**src/rtl/s_cska12_frame_accum_if.sv**
```systemverilog
// Handshake bundle between the carry-skip adder, the frame accumulator and its consumer.
// Pure wiring, no latency.
// in_ready/out_ready carry backpressure in each direction; clear travels with the upstream side.
`timescale 1ns/1ps
interface s_cska12_frame_accum_if #(
  parameter int IN_W  = 13,
  parameter int ACC_W = 16,
  parameter int CNT_W = 8
);
  logic                    clear;
  logic signed [IN_W-1:0]  sum_in;
  logic                    in_valid;
  logic                    in_ready;
  logic signed [ACC_W-1:0] acc_out;
  logic                    out_valid;
  logic                    out_ready;
  logic [CNT_W-1:0]        sample_cnt;
  logic                    ovf;

  // Driver side: adder feeding samples and the frame consumer accepting totals.
  modport master (
    output clear, sum_in, in_valid, out_ready,
    input  in_ready, acc_out, out_valid, sample_cnt, ovf
  );

  // Accumulator side.
  modport slave (
    input  clear, sum_in, in_valid, out_ready,
    output in_ready, acc_out, out_valid, sample_cnt, ovf
  );
endinterface

```
**src/rtl/s_cska12_frame_accum.sv**
```systemverilog
// Sums ACC_LEN signed adder outputs into one ACC_W-bit frame total with a sticky overflow flag.
// Latency: out_valid rises one cycle after the edge accepting the last sample of a frame.
// Backpressure: one frame buffered; in_ready drops while it waits for out_ready or while clear=1.
// Build option: define S_CSKA12_FRAME_ACCUM_SATURATE_EN to clamp instead of wrap on overflow.
`timescale 1ns/1ps
module s_cska12_frame_accum #(
  parameter int IN_W    = 13,
  parameter int ACC_W   = 16,
  parameter int ACC_LEN = 16,
  parameter int CNT_W   = 8
) (
  input logic                   clk,
  input logic                   rst,
  s_cska12_frame_accum_if.slave bus
);

  typedef enum logic {ACCUM = 1'b0, HOLD = 1'b1} state_t;

  localparam logic [ACC_W-1:0] ACC_MAX  = {1'b0, {(ACC_W-1){1'b1}}};
  localparam logic [ACC_W-1:0] ACC_MIN  = {1'b1, {(ACC_W-1){1'b0}}};
  localparam logic [CNT_W-1:0] LAST_IDX = CNT_W'(ACC_LEN - 1);

  state_t           state, state_nxt;
  logic [ACC_W-1:0] acc, acc_nxt, acc_out_q;
  logic [CNT_W-1:0] cnt;
  logic             ovf_q;
  logic [ACC_W:0]   sum_wide;
  logic             ovf_det;
  logic             in_ready_c, out_valid_c;
  logic             accept, last, consume;

  assign accept  = bus.in_valid && in_ready_c;
  assign last    = (cnt == LAST_IDX);
  assign consume = out_valid_c && bus.out_ready;

  // Add one guard bit so the true sum is always representable, then test the guard against the sign.
  always_comb begin
    sum_wide = {acc[ACC_W-1], acc} + {{(ACC_W+1-IN_W){bus.sum_in[IN_W-1]}}, bus.sum_in};
    ovf_det  = (sum_wide[ACC_W] != sum_wide[ACC_W-1]);
`ifdef S_CSKA12_FRAME_ACCUM_SATURATE_EN
    if (ovf_det) acc_nxt = sum_wide[ACC_W] ? ACC_MIN : ACC_MAX;
    else         acc_nxt = sum_wide[ACC_W-1:0];
`else
    acc_nxt = sum_wide[ACC_W-1:0];
`endif
  end

  // State register.
  always_ff @(posedge clk) begin
    if (rst) state <= ACCUM;
    else     state <= state_nxt;
  end

  // Next state: abort wins, otherwise complete a frame or release it on the output handshake.
  always_comb begin
    state_nxt = state;
    if (bus.clear) begin
      state_nxt = ACCUM;
    end else begin
      case (state)
        ACCUM:   if (accept && last) state_nxt = HOLD;
        HOLD:    if (bus.out_ready)  state_nxt = ACCUM;
        default: state_nxt = ACCUM;
      endcase
    end
  end

  // Handshake outputs decoded from state; clear blocks intake so the offered sample stays upstream.
  always_comb begin
    in_ready_c  = (state == ACCUM) && !bus.clear;
    out_valid_c = (state == HOLD);
  end

  // Datapath: running sum, sample count, captured total and the per-frame overflow flag.
  always_ff @(posedge clk) begin
    if (rst) begin
      acc       <= '0;
      cnt       <= '0;
      acc_out_q <= '0;
      ovf_q     <= 1'b0;
    end else if (bus.clear) begin
      acc   <= '0;
      cnt   <= '0;
      ovf_q <= 1'b0;
    end else if (accept) begin
      ovf_q <= ovf_q | ovf_det;
      if (last) begin
        acc_out_q <= acc_nxt;
        acc       <= '0;
        cnt       <= '0;
      end else begin
        acc <= acc_nxt;
        cnt <= cnt + 1'b1;
      end
    end else if (consume) begin
      ovf_q <= 1'b0;
    end
  end

  assign bus.in_ready   = in_ready_c;
  assign bus.out_valid  = out_valid_c;
  assign bus.acc_out    = acc_out_q;
  assign bus.sample_cnt = cnt;
  assign bus.ovf        = ovf_q;

endmodule

```
**src/flat_wrapper.sv**
```systemverilog
// flat-port wrapper written by rule: the top's interface ports become plain ports
module s_cska12_frame_accum_flat 
#(
  parameter int IN_W    = 13,
  parameter int ACC_W   = 16,
  parameter int ACC_LEN = 16,
  parameter int CNT_W   = 8
)
  (clk, rst, bus_clear, bus_sum_in, bus_in_valid, bus_out_ready, bus_in_ready, bus_acc_out, bus_out_valid, bus_sample_cnt, bus_ovf);
  s_cska12_frame_accum_if #(.IN_W(IN_W), .ACC_W(ACC_W), .CNT_W(CNT_W)) bus_i ();
  input logic clk;
  input logic rst;
  input wire logic [$bits(bus_i.clear)-1:0] bus_clear;
  input wire logic [$bits(bus_i.sum_in)-1:0] bus_sum_in;
  input wire logic [$bits(bus_i.in_valid)-1:0] bus_in_valid;
  input wire logic [$bits(bus_i.out_ready)-1:0] bus_out_ready;
  output wire logic [$bits(bus_i.in_ready)-1:0] bus_in_ready;
  output wire logic [$bits(bus_i.acc_out)-1:0] bus_acc_out;
  output wire logic [$bits(bus_i.out_valid)-1:0] bus_out_valid;
  output wire logic [$bits(bus_i.sample_cnt)-1:0] bus_sample_cnt;
  output wire logic [$bits(bus_i.ovf)-1:0] bus_ovf;
  assign bus_i.clear = bus_clear;
  assign bus_i.sum_in = bus_sum_in;
  assign bus_i.in_valid = bus_in_valid;
  assign bus_i.out_ready = bus_out_ready;
  assign bus_in_ready = bus_i.in_ready;
  assign bus_acc_out = bus_i.acc_out;
  assign bus_out_valid = bus_i.out_valid;
  assign bus_sample_cnt = bus_i.sample_cnt;
  assign bus_ovf = bus_i.ovf;
  s_cska12_frame_accum #(.IN_W(IN_W), .ACC_W(ACC_W), .ACC_LEN(ACC_LEN), .CNT_W(CNT_W)) u_core (.clk(clk), .rst(rst), .bus(bus_i));
endmodule
```
**config.mk**
```make
export PLATFORM = sky130hd
export DESIGN_NAME = s_cska12_frame_accum_flat
export DESIGN_NICKNAME = d
export VERILOG_FILES = /design/src/rtl/s_cska12_frame_accum_if.sv /design/src/rtl/s_cska12_frame_accum.sv /design/src/flat_wrapper.sv
export SDC_FILE = /design/constraint.sdc
export NUM_CORES = 1
export LEC_CHECK = 0
export BUFFER_PORTS_ARGS = -buffer_cell sky130_fd_sc_hd__buf_4
export CAP_MARGIN = 20
export CORE_MARGIN = 1.5
export CORE_UTILIZATION = 35
export DETAILED_ROUTE_END_ITERATION = 8
export PLACE_DENSITY = 0.68
export SYNTH_ARGS = -nofsm -noshare
export SYNTH_HDL_FRONTEND = slang
export SYNTH_SLANG_ARGS = --single-unit
```
**constraint.sdc**
```tcl
create_clock -name clk -period 2.5 [get_ports clk]
set_input_delay 0.5 -clock clk [delete_from_list [all_inputs] [get_ports clk]]
set_output_delay 0.5 -clock clk [all_outputs]
set_load 0.02 [all_outputs]
```
# ---- After elaboration in Yosys (flattened, before gate mapping)
# Index checks and enable logic that the tools add are counted.
dict set report op_classes {
  reduce_logical 8
  div_mod_pow 0
  shifts 0
  muxes 7
  order_cmp 0
  n_bitwise 3
  mul 0
  eq_ne 2
  addsub 2
}
# op count
set ops {}
lappend ops {{adder 16 x 13 -> 17 bit} 1}
lappend ops {{two-way mux 16 bit} 1}
lappend ops {{adder 8 x 1 -> 8 bit (second input constant)} 1}
lappend ops {{equality test 8 x 4 -> 1 bit (second input constant)} 1}
lappend ops {{two-way mux 8 bit} 1}
lappend ops {{logical AND 1 bit} 4}
lappend ops {{two-way mux 1 bit} 4}
lappend ops {{AND reduction 3 bit} 1}
lappend ops {{inverter 1 bit} 2}
lappend ops {{case mux 1 bit (2 select lines)} 1}
lappend ops {{nonzero test 2 bit} 1}
lappend ops {{OR reduction 2 bit} 1}
lappend ops {{logical NOT 1 bit} 1}
lappend ops {{inequality test 1 bit} 1}
lappend ops {{bitwise OR 1 bit} 1}
dict set report totals {
  in_bits 18
  register_bits 42
  mem_count 0
  latch_bits 0
  ramBits 0
  mem_bits_ro 0
}

# ---- Logic depth before layout (Yosys ltp)
dict set report logic_depth {
  ltp_word 6
  mapped_depth 8
}

# ---- Least setup slack after synthesis
# OpenSTA, ideal clock, no wires.
dict set report synth_path {
  kind {input -> register}
  start {input bus_sum_in[0]}
  end {register u_core.acc[12]}
  arrival_ps 2353
  t_required_ps 2383
  path_slack_ps 30
  cell_stages 8
  cell_sequence {ha_1 > fa_1 > a21oi_1 > o211ai_1 > a221oi_1 > o21ai_0 > xnor2_1 > a22o_1}
}
dict set report synth_between {
  elab_chain_cells 2
}
# item line_no
set synth_rtl {}
lappend synth_rtl {{from (decl)} flat_wrapper.sv:14} ;# input wire logic [$bits(bus_i.sum_in)-1:0] bus_sum_in;
lappend synth_rtl {{adder 16 x 13 -> 17 bit} s_cska12_frame_accum.sv:38} ;# sum_wide = {acc[ACC_W-1], acc} + {{(ACC_W+1-IN_W){bus.sum_in[IN_W-1]}}, bus.sum_in};
lappend synth_rtl {{two-way mux 16 bit} s_cska12_frame_accum.sv:87} ;# if (last) begin
lappend synth_rtl {{to (signal assigned)} s_cska12_frame_accum.sv:92} ;# acc <= acc_nxt;
lappend synth_rtl {{to (decl)} s_cska12_frame_accum.sv:24} ;# logic [ACC_W-1:0] acc, acc_nxt, acc_out_q;
# No other way between the ends.
# A chain may end at the register's enable or synchronous reset.

# ---- Worst setup path in the final report
dict set report layout_path {
  start {input bus_sum_in[0]}
  end {register u_core.acc_out_q[14] (netlist: u_core.bus.acc_out[14])}
}
dict set report layout_between {
  elab_chain_cells 1
}
# item line_no
set layout_rtl {}
lappend layout_rtl {{adder 16 x 13 -> 17 bit} s_cska12_frame_accum.sv:38}
lappend layout_rtl {{to (signal assigned)} s_cska12_frame_accum.sv:88} ;# acc_out_q <= acc_nxt;
lappend layout_rtl {{to (decl)} s_cska12_frame_accum.sv:24}
# No other way between the ends.

==> summary.md <==
| Metric | Value |
|---|---|
| Post-synth EDFFs | `0` |
| Hold_buf cts | `0` |
| Crit-path cells | `buf_4, ha_1, fa_1, a21oi_1, o211ai_1, a221o_1, a21oi_2, nor4_1, a211o_1` |
| Vias in the first global route | `2033` |
| WHS | `458 ps` |
| Vias/cell | `5.36` |
| Most frequent cells in the layout | `buf_4 (61), dfxtp_1 (42), nand2_1 (32)` |
| Die height | `85.3 um` |
| Final-report hold violation count | `0` |
| Ys flop type | `dfxtp_1` |
| Std-Cell Rows | `29` |
| YS warnings | `0` |
| CP Class | `input pin to register` |
| Slowest-stage cell, CP | `fa_1` |
| R2R Setup Slk | `220 ps` |
| Most area-hungry cell type in the Yosys netlist | `dfxtp_1` |
| Status | `finished, violations left` |
| Pwr Density | `476 nW/um2` |
| Sequential cell area fraction in the yosys report | `0.355` |
| Synth area leaders | `dfxtp_1 (35%), ha_1 (9.0%), a21oi_1 (5.5%)` |
| Via count | `2205` |
| Commonest non-fill, non-tap cell in the layout | `buf_4` |
| Period minus WS final | `2280 ps` |
| DR pass1 iterations | `6` |
| Inserted Diodes | `0` |
| # DRC | `3` |
| Startpoint types | `input pin` |
| 1st-iter DRT viols | `108` |
| Max_cap viols | `0` |
| Layout cells sized above 1 | `0.228` |
| Worst-Margin Slew | `492 ps` |
| CTS tree | `built` |
| Pwr Total | `1.42 mW` |
| Area grow syn2layout | `26.0%` |
| Cells after synthesis | `279` |
| Worst vdd ir | `200 uV` |
| GRT Total Usage | `0.162` |
| Net Count, Synth | `315` |
| Worst setup skew after layout | `11.0 ps` |
| Die area | `7270 um2` |
| Number of buffers and inverters on the critical path | `1` |
| Critical Path AT | `2470 ps` |
| Global-route wire length before repair | `9540 um` |
| Hold wc startpoint | `u_core.bus.acc_out[1]` |
| Seq cells post-synth | `42` |
| Failing checks | `DRC` |
| Critical path's top delay family | `compound AO/OA/AOI/OAI gates` |
| Worst skew pair latency | `300 ps` |
| Die W | `85.3 um` |
| Root Buffer | `clkbuf_8` |
| Slew headroom | `0.672` |
| Worst Path Required | `2690 ps` |
| Mean Syn Cell Area | `8.49 um2` |
| Worst-path fanout max | `3` |
| Fmax | `438 MHz` |
| Fin crit share | `0.913` |
| Setup Viol. Count Final | `0` |
| Largest net degree at the start of global routing | `25` |
| Top-area cell type share of the netlist area | `0.355` |
| Synth unique cells | `48` |
| Hold worst-path end | `u_core.bus.acc_out[1]` |
| DRT Wirelength | `5900 um` |
| Port bufs | `44` |
| RSZ-0062 raised after global routing | `false` |
| Nets | `369` |
| Antenna viol nets, final | `0` |
| CTS sink cnt | `42` |
| Critical R2R Capture | `u_core.bus.acc_out[14]` |
| Worst-path clk slew | `80 ps` |
| Initial antenna violation count | `0` |
| Fin. max-slew vios | `0` |
| Post-Syn Area | `2370 um2` |
| Min-delay worst type | `register to register` |
| CORE AREA | `6460 um2` |
| Drt wl/cell | `14.4 um` |
| CTS buffer count | `5` |
| Largest stage delay, worst path | `400 ps` |
| Fill cells | `647` |
| H-tree level count | `2` |
| Leakage | `1.30 nW` |
| Endpoint class of the critical path | `register` |
| Clock Tree Buf Depth | `2` |
| GP Congestion | `0.911` |
| Total gr overflow | `0` |
| I/O pins | `45` |
| Reg2reg start | `u_core.acc[0]` |
| Cell depth of the worst hold path | `2` |
| R2R cell count | `8` |
| Hpwl dp | `4370 um` |
| Starting Density | `0.367` |
| Async set-reset flop share out of synthesis | `0` |
-- cell usage after synthesis (all sizes together) (5+ instances only) --
| cell | n |
|---|---|
| o21a | 6 |
| o21ai | 9 |
| nor3b | 6 |
| a21o | 5 |
| inv | 9 |
| a22o | 9 |
| nor2 | 29 |
| dfxtp | 42 |
| clkbuf | 11 |
| a21oi | 27 |
| nand2 | 32 |
| xor2 | 9 |
| xnor2 | 10 |
| a22oi | 7 |
| nand4 | 8 |
| ha | 17 |
| nor3 | 6 |
-- final cells by class --
type	instances	area [um2]	share of cell area
Multi-Input combinational cell	214	1450	0.484
Inverter	9	33.8	0.0113
Timing Repair Buffer	61	458	0.153
Clock inverter	2	37.5	0.0126
Sequential cell	42	841	0.282
Tap cell	77	96.3	0.0323
Clock buffer	6	72.6	0.0243
-- sequential cells by signal, indices dropped and copies added (netlist names) --
signal	cells
u_core.bus.ovf	1
u_core.bus.out_valid	1
u_core.acc	16
u_core.bus.sample_cnt	8
u_core.bus.acc_out	16
-- report_power, final --
part           leakage [nW]  switching, mW  internal [mW]  total (mW)
clock network        0.0514          0.248          0.298       0.546
logic                 0.908          0.109         0.0835       0.192
registers             0.339        0.00531          0.676       0.681
total                  1.30          0.362           1.06        1.42
-- what timing repair did --
action / in CTS / in global routing
endpoints found under the setup margin: 0 / 2
setup buffers: 0 / 0
hold endpoints to repair: 0 / 0
resized for setup: 0 / 1
-- routing by layer --
layer | GRT usage | vias up | routed length (um)
met5 | 0 | - | 0
met4 | 0.0572 | 0 | 86
met3 | 0.0321 | 8 | 307
met2 | 0.263 | 59 | 2660
met1 | 0.215 | 1031 | 2840
li1 | - | 1107 | -
-- cell families after synthesis --
| logic type | after synthesis | synth area share |
|---|---|---|
| AO/OA/AOI/OAI | 79 | 0.227 |
| XOR/XNOR | 19 | 0.0703 |
| adder cells (fa/ha/maj) | 18 | 0.0983 |
| buffers and inverters | 23 | 0.0375 |
| flip-flops | 42 | 0.355 |
| multiplexers | 1 | 0.00423 |
| AND/OR/NAND/NOR | 97 | 0.208 |
-- how the worst max path moves through the flow --
stage / start / endpoint / slack (ps) / cells after the start
2_1_floorplan: bus_sum_in[0] / u_core.acc[12] / 30 / 8
3_3_place_gp: bus_sum_in[0] / u_core.acc[12] / -60 / 10
3_5_place_dp: bus_sum_in[0] / u_core.acc[12] / -100 / 10
4_1_cts: u_core.acc[0] / u_core.acc[12] / 190 / 9
5_1_grt: u_core.acc[0] / u_core.acc[12] / 40 / 9
6_report: bus_sum_in[0] / u_core.bus.acc_out[14] / 220 / 9
-- metrics by stage --
| stage | utilization | worst slack, ps | setup TNS, ps | instances | area (um2) |
|---|---|---|---|---|---|
| after global placement | 0.444 | -63.7 | -138 | 403 | 2870 |
| after floorplan | - | 30.3 | 0 | 279 | 2370 |
| after CTS | 0.461 | 195 | 0 | 411 | 2980 |
| after global routing | 0.462 | 41.7 | 0 | 411 | 2980 |
| after detailed placement | 0.444 | -101 | -371 | 403 | 2870 |
| final | 0.462 | 216 | 0 | 411 | 2980 |
-- worst register-to-register path: cells and delay by family, from the launching register on --
kind            cells  cell delay, ps
compound gates      5            1180
simple gates        1              80
fa+ha+maj           2             610
flops               1             320
(Power assumes the default switching activity.)
